==> src/rtl/l2_pkg.sv <==
// Shared types and default geometry for the L2 memory-side burst adapter.
package l2_pkg;

  localparam int s_offset = 5;
  localparam int s_line   = 8 * (2 ** s_offset);
  localparam int s_beat   = 64;
  localparam int s_addr   = 32;

  typedef enum logic [1:0] {
    IDLE  = 2'd0,
    READ  = 2'd1,
    WRITE = 2'd2,
    DONE  = 2'd3
  } l2_burst_state_t;

  typedef logic [s_line-1:0] l2_line_t;

endpackage

==> src/rtl/l2_burst_adapter.sv <==
// Converts one line-wide fill or writeback into a fixed-length burst of
// beat-wide memory transfers; all outputs decode from registered state.
module l2_burst_adapter
  import l2_pkg::*;
#(
  parameter int s_offset = l2_pkg::s_offset,
  parameter int s_line   = 8 * (2 ** s_offset),
  parameter int s_beat   = l2_pkg::s_beat,
  parameter int s_addr   = l2_pkg::s_addr
) (
  input  logic              clk,
  input  logic              rst_n,
  input  logic              l2_read_i,
  input  logic              l2_write_i,
  input  logic [s_addr-1:0] l2_addr_i,
  input  logic [s_line-1:0] l2_line_i,
  output logic [s_line-1:0] l2_line_o,
  output logic              l2_resp_o,
  output logic              mem_read_o,
  output logic              mem_write_o,
  output logic [s_addr-1:0] mem_addr_o,
  output logic [s_beat-1:0] mem_wdata_o,
  input  logic [s_beat-1:0] mem_rdata_i,
  input  logic              mem_resp_i
);

  localparam int num_beats = s_line / s_beat;
  localparam int cnt_w     = (num_beats > 1) ? $clog2(num_beats) : 1;
  localparam logic [cnt_w-1:0] last_beat = cnt_w'(num_beats - 1);
  localparam logic [s_addr-1:0] addr_mask = ~((s_addr'(1) << s_offset) - s_addr'(1));

  l2_burst_state_t   state_q, state_d;
  logic [cnt_w-1:0]  cnt_q, cnt_d;
  logic [s_addr-1:0] addr_q, addr_d;
  logic [s_line-1:0] line_q, line_d;

  // State, beat counter, address and line registers.
  always_ff @(posedge clk or negedge rst_n) begin
    if (!rst_n) begin
      state_q <= IDLE;
      cnt_q   <= '0;
      addr_q  <= '0;
      line_q  <= '0;
    end else begin
      state_q <= state_d;
      cnt_q   <= cnt_d;
      addr_q  <= addr_d;
      line_q  <= line_d;
    end
  end

  // Next-state, beat sequencing and line assembly.
  always_comb begin
    state_d = state_q;
    cnt_d   = cnt_q;
    addr_d  = addr_q;
    line_d  = line_q;
    case (state_q)
      IDLE: begin
        // A simultaneous read is dropped; writeback has priority.
        if (l2_write_i) begin
          state_d = WRITE;
          addr_d  = l2_addr_i & addr_mask;
          line_d  = l2_line_i;
        end else if (l2_read_i) begin
          state_d = READ;
          addr_d  = l2_addr_i & addr_mask;
        end else begin
          state_d = IDLE;
        end
      end
      READ, WRITE: begin
        if (mem_resp_i) begin
          if (state_q == READ) begin
            line_d[s_beat*cnt_q +: s_beat] = mem_rdata_i;
          end else begin
            line_d = line_q;
          end
          if (cnt_q == last_beat) begin
            cnt_d   = '0;
            state_d = DONE;
          end else begin
            cnt_d = cnt_q + cnt_w'(1);
          end
        end else begin
          cnt_d = cnt_q;
        end
      end
      DONE: begin
        state_d = IDLE;
      end
      default: begin
        state_d = IDLE;
        cnt_d   = '0;
      end
    endcase
  end

  // Output decode from registered state and data only.
  always_comb begin
    l2_line_o   = line_q;
    mem_addr_o  = addr_q;
    l2_resp_o   = (state_q == DONE);
    mem_read_o  = (state_q == READ);
    mem_write_o = (state_q == WRITE);
    if (state_q == WRITE) begin
      mem_wdata_o = line_q[s_beat*cnt_q +: s_beat];
    end else begin
      mem_wdata_o = '0;
    end
  end

endmodule
==> config.mk <==
export PLATFORM = sky130hd
export DESIGN_NAME = l2_burst_adapter
export DESIGN_NICKNAME = d
export VERILOG_FILES = /design/src/rtl/l2_pkg.sv /design/src/rtl/l2_burst_adapter.sv
export SDC_FILE = /design/constraint.sdc
export NUM_CORES = 1
export LEC_CHECK = 0
export ABC_AREA = 1
export BUFFER_PORTS_ARGS = -buffer_cell sky130_fd_sc_hd__buf_4
export CAP_MARGIN = 30
export CORE_AREA = 8 8 272 274
export DETAILED_ROUTE_END_ITERATION = 12
export DIE_AREA = 0 0 280 282
export HOLD_SLACK_MARGIN = 0.02
export SETUP_SLACK_MARGIN = 0.3
export SLEW_MARGIN = 20
export SYNTH_ARGS = -nofsm -noshare
export SYNTH_HDL_FRONTEND = slang
export SYNTH_SLANG_ARGS = --single-unit
==> constraint.sdc <==
create_clock -name clk -period 2.32 [get_ports clk]
set_input_delay 0.464 -clock clk [delete_from_list [all_inputs] [get_ports clk]]
set_output_delay 0.464 -clock clk [all_outputs]
set_load 0.1 [all_outputs]
==> impl_metrics.ini <==
[status]
status = complete, but fails checks
violations = setup timing

[floorplanning]
start_util_pct = 26.2
num_rows = 97
core_area_sq_um = 69500
die_height_um = 282
die-area_sq_um = 79000
die_x_um = 280
boundaryPins = 712

[sta]
fmax_ghz = 0.369
skew_ns = 0.0312
min_period_ns = 2.71
finalHoldViolations = 0
finalCritPeriodShare_pct = 117
setup_violations = 228
max_slew.worst_pin.slew_ns = 0.557
rsz0062_at_grt = true
setup_ws_ns = -0.387
relSlewSlack_pct = 62.9
final_max_slew_viol_count = 0

[drt]
initialDrtViolationCount = 2668
drtAntennaViolNets = 0
routed_wl_mm = 112
dr_wl_met2_mm = 51.3
drtPass1Iterations = 8
num_vias = 23386
wl_met3_mm = 10.6
viasPerCell = 5.18
routedWlPerCell_um = 24.8
top_layer_used = met5
drc_errors = 0
m1WireLength_mm = 43.7

[grt]
grt_overflow_total = 0
grt_antenna_before_repair = 11
grt_pass1_vias = 22558
grt_pass1_wl_mm = 153
track_usage_pct = 25.3
grt_max_degree = 64

[synth]
synth_area_sq_um = 18200
synth_enable_flop_cells = 0
avgSynthCellArea_sq_um = 6.55
yosysTopAreaCell = dfrtp_1
async_flop_share_pct = 100
synth_seq_cells = 287
ys.warnings.count = 0
synth_cell_types = 23
netlist_top_cells_area = dfrtp_1, nand2_1, nand3_1, o21ai_0, nor2_1
synthCells = 2783
synthFlopType = dfrtp_1
synth-seq-area-share_pct = 39.4
synth_top_area_share_pct = 39.4

[place]
portBuffers = 701
dp_hpwl_mm = 74.2
place_area_sq_um = 26700
gp_congestion = 0.910

[worst_hold_path]
hold_class = in -> reg

[cells_and_area]
fillCellCount = 6877
final_cell_mix = nand2_1, buf_4, nand3_1, dfrtp_2, nor2_1
syn2layout_area_growth_pct = 72.7
nets = 3908
layout_commonest_cell = nand2_1
fin_area_sq_um = 31500
drive_gt1_share_pct = 44.6

[cts]
cts.reportedPaths.clkPinSlew_ns = 0.06
cts_made_buffers = 40
cts_tree = built
clock_latency_ns = 0.57
cts.sinks = 287
cts_htree_levels = 2
root_buffer = clkbuf_16
clock_path_buffers = 3

[worst_setup_path]
cp_num_buf_inv = 4
critPathMaxFanout = 8
critPathSlowestCell = dfrtp_4
arrival_ns = 2.24
crit_path_end_kind = primary output
start_kind = flop
path_cells = buf_12 > buf_6 > buf_8 > nor2_1 > nor2_1 > o21ai_2 > a21oi_4 > buf_12
crit_required_ns = 1.86
worstSetupPathType = reg -> out
critPathTopFamily = buffers and inverters
slowest_delay_ns = 0.52

[flow_run]
cap_violations = 0
worst min-delay path: cells and delay by family:
| kind | cells | cell delay (ns) |
|---|---|---|
| simple gates | 2 | 0.08 |
| buf+inv | 1 | 0.08 |
synthesized netlist by cell type (2+ instances only):
| cell type | instances |
|---|---|
| nor2_1 | 259 |
| a21oi_1 | 65 |
| ha_1 | 9 |
| o21ai_0 | 257 |
| a22oi_1 | 2 |
| or2_2 | 2 |
| clkbuf_1 | 110 |
| nand3_1 | 352 |
| buf_4 | 33 |
| nand3_2 | 3 |
| buf_2 | 82 |
| inv_1 | 7 |
| nor2_2 | 3 |
| nand3b_1 | 129 |
| dfrtp_1 | 287 |
| nand2_1 | 1156 |
| inv_2 | 6 |
| buf_1 | 16 |
worst paths after layout:
check                               start               to  slack (ns)  depth (start not counted)
setup / recovery                 cnt_q[0]  mem_wdata_o[49]       -0.39                          8
hold / removal              l2_addr_i[26]   mem_addr_o[26]        0.09                          3
setup reg to reg                 cnt_q[0]   l2_line_o[216]       -0.28                         14
hold reg to reg            l2_line_o[160]   l2_line_o[160]        0.50                          2
max in group asynchronous           rst_n   l2_line_o[140]        1.06                          3
min in group asynchronous           rst_n    l2_line_o[48]        0.46                          2
layer usage:
metal	up-vias	track usage [%]
met5	-	0
met4	4	13.0
li1	10548	-
met2	1424	40.3
met3	353	5.83
met1	11057	32.0
per-stage QoR:
step | setup slack (ns) | setup TNS [ns] | hold WS (ns) | instances | util, %
2_1_floorplan | -0.277 | -0.277 | 0.168 | 2787 | -
3_3_place_gp | 0.0465 | 0 | 0.464 | 4338 | 38.4
3_5_place_dp | 0.0693 | 0 | 0.471 | 4338 | 38.4
4_1_cts | -0.416 | -21.67 | 0.0444 | 4446 | 42.9
5_1_grt | -0.455 | -56.96 | 0.0686 | 4517 | 45.3
6_report | -0.387 | -40.83 | 0.0863 | 4518 | 45.3
sequential cells by signal, summed over array words and instances, names as in the netlist:
signal,flops
l2_line_o,256
mem_addr_o,27
state_q,2
cnt_q,2
cells by family (layout without fill, tap and decap cells):
family / count (synthesis) / count (layout) / share of synthesized area (%)
compound gates: 324 / 324 / 8.92
buf+inv: 255 / 1037 / 6.50
simple gates: 1907 / 1907 / 44.6
other cells: 1 / 14 / 0.0206
fa+ha+maj: 9 / 9 / 0.617
flops: 287 / 287 / 39.4
area by class of cell:
cell class / instances / area, sq um / area share (%)
antenna: 9 / 22.5 / 0.0715
clock buffer: 58 / 1210 / 3.85
clock inverter: 11 / 104 / 0.330
inverter: 14 / 80.1 / 0.254
multi-input combinational: 2245 / 11600 / 36.9
sequential: 287 / 7500 / 23.8
tap: 940 / 1180 / 3.73
timing repair buffer: 954 / 9780 / 31.0
timing repair:
item	CTS	global route
hold buffers	1	0
endpoints found under the setup margin	312	325
pin swaps	37	111
resized for setup	388	239
setup buffers	26	38
cloned	12	25
hold endpoints to repair	42	0
Power is left out: the tool's default activity adds up to more than one toggle a clock period on the data nets, which glitch-free logic cannot reach.
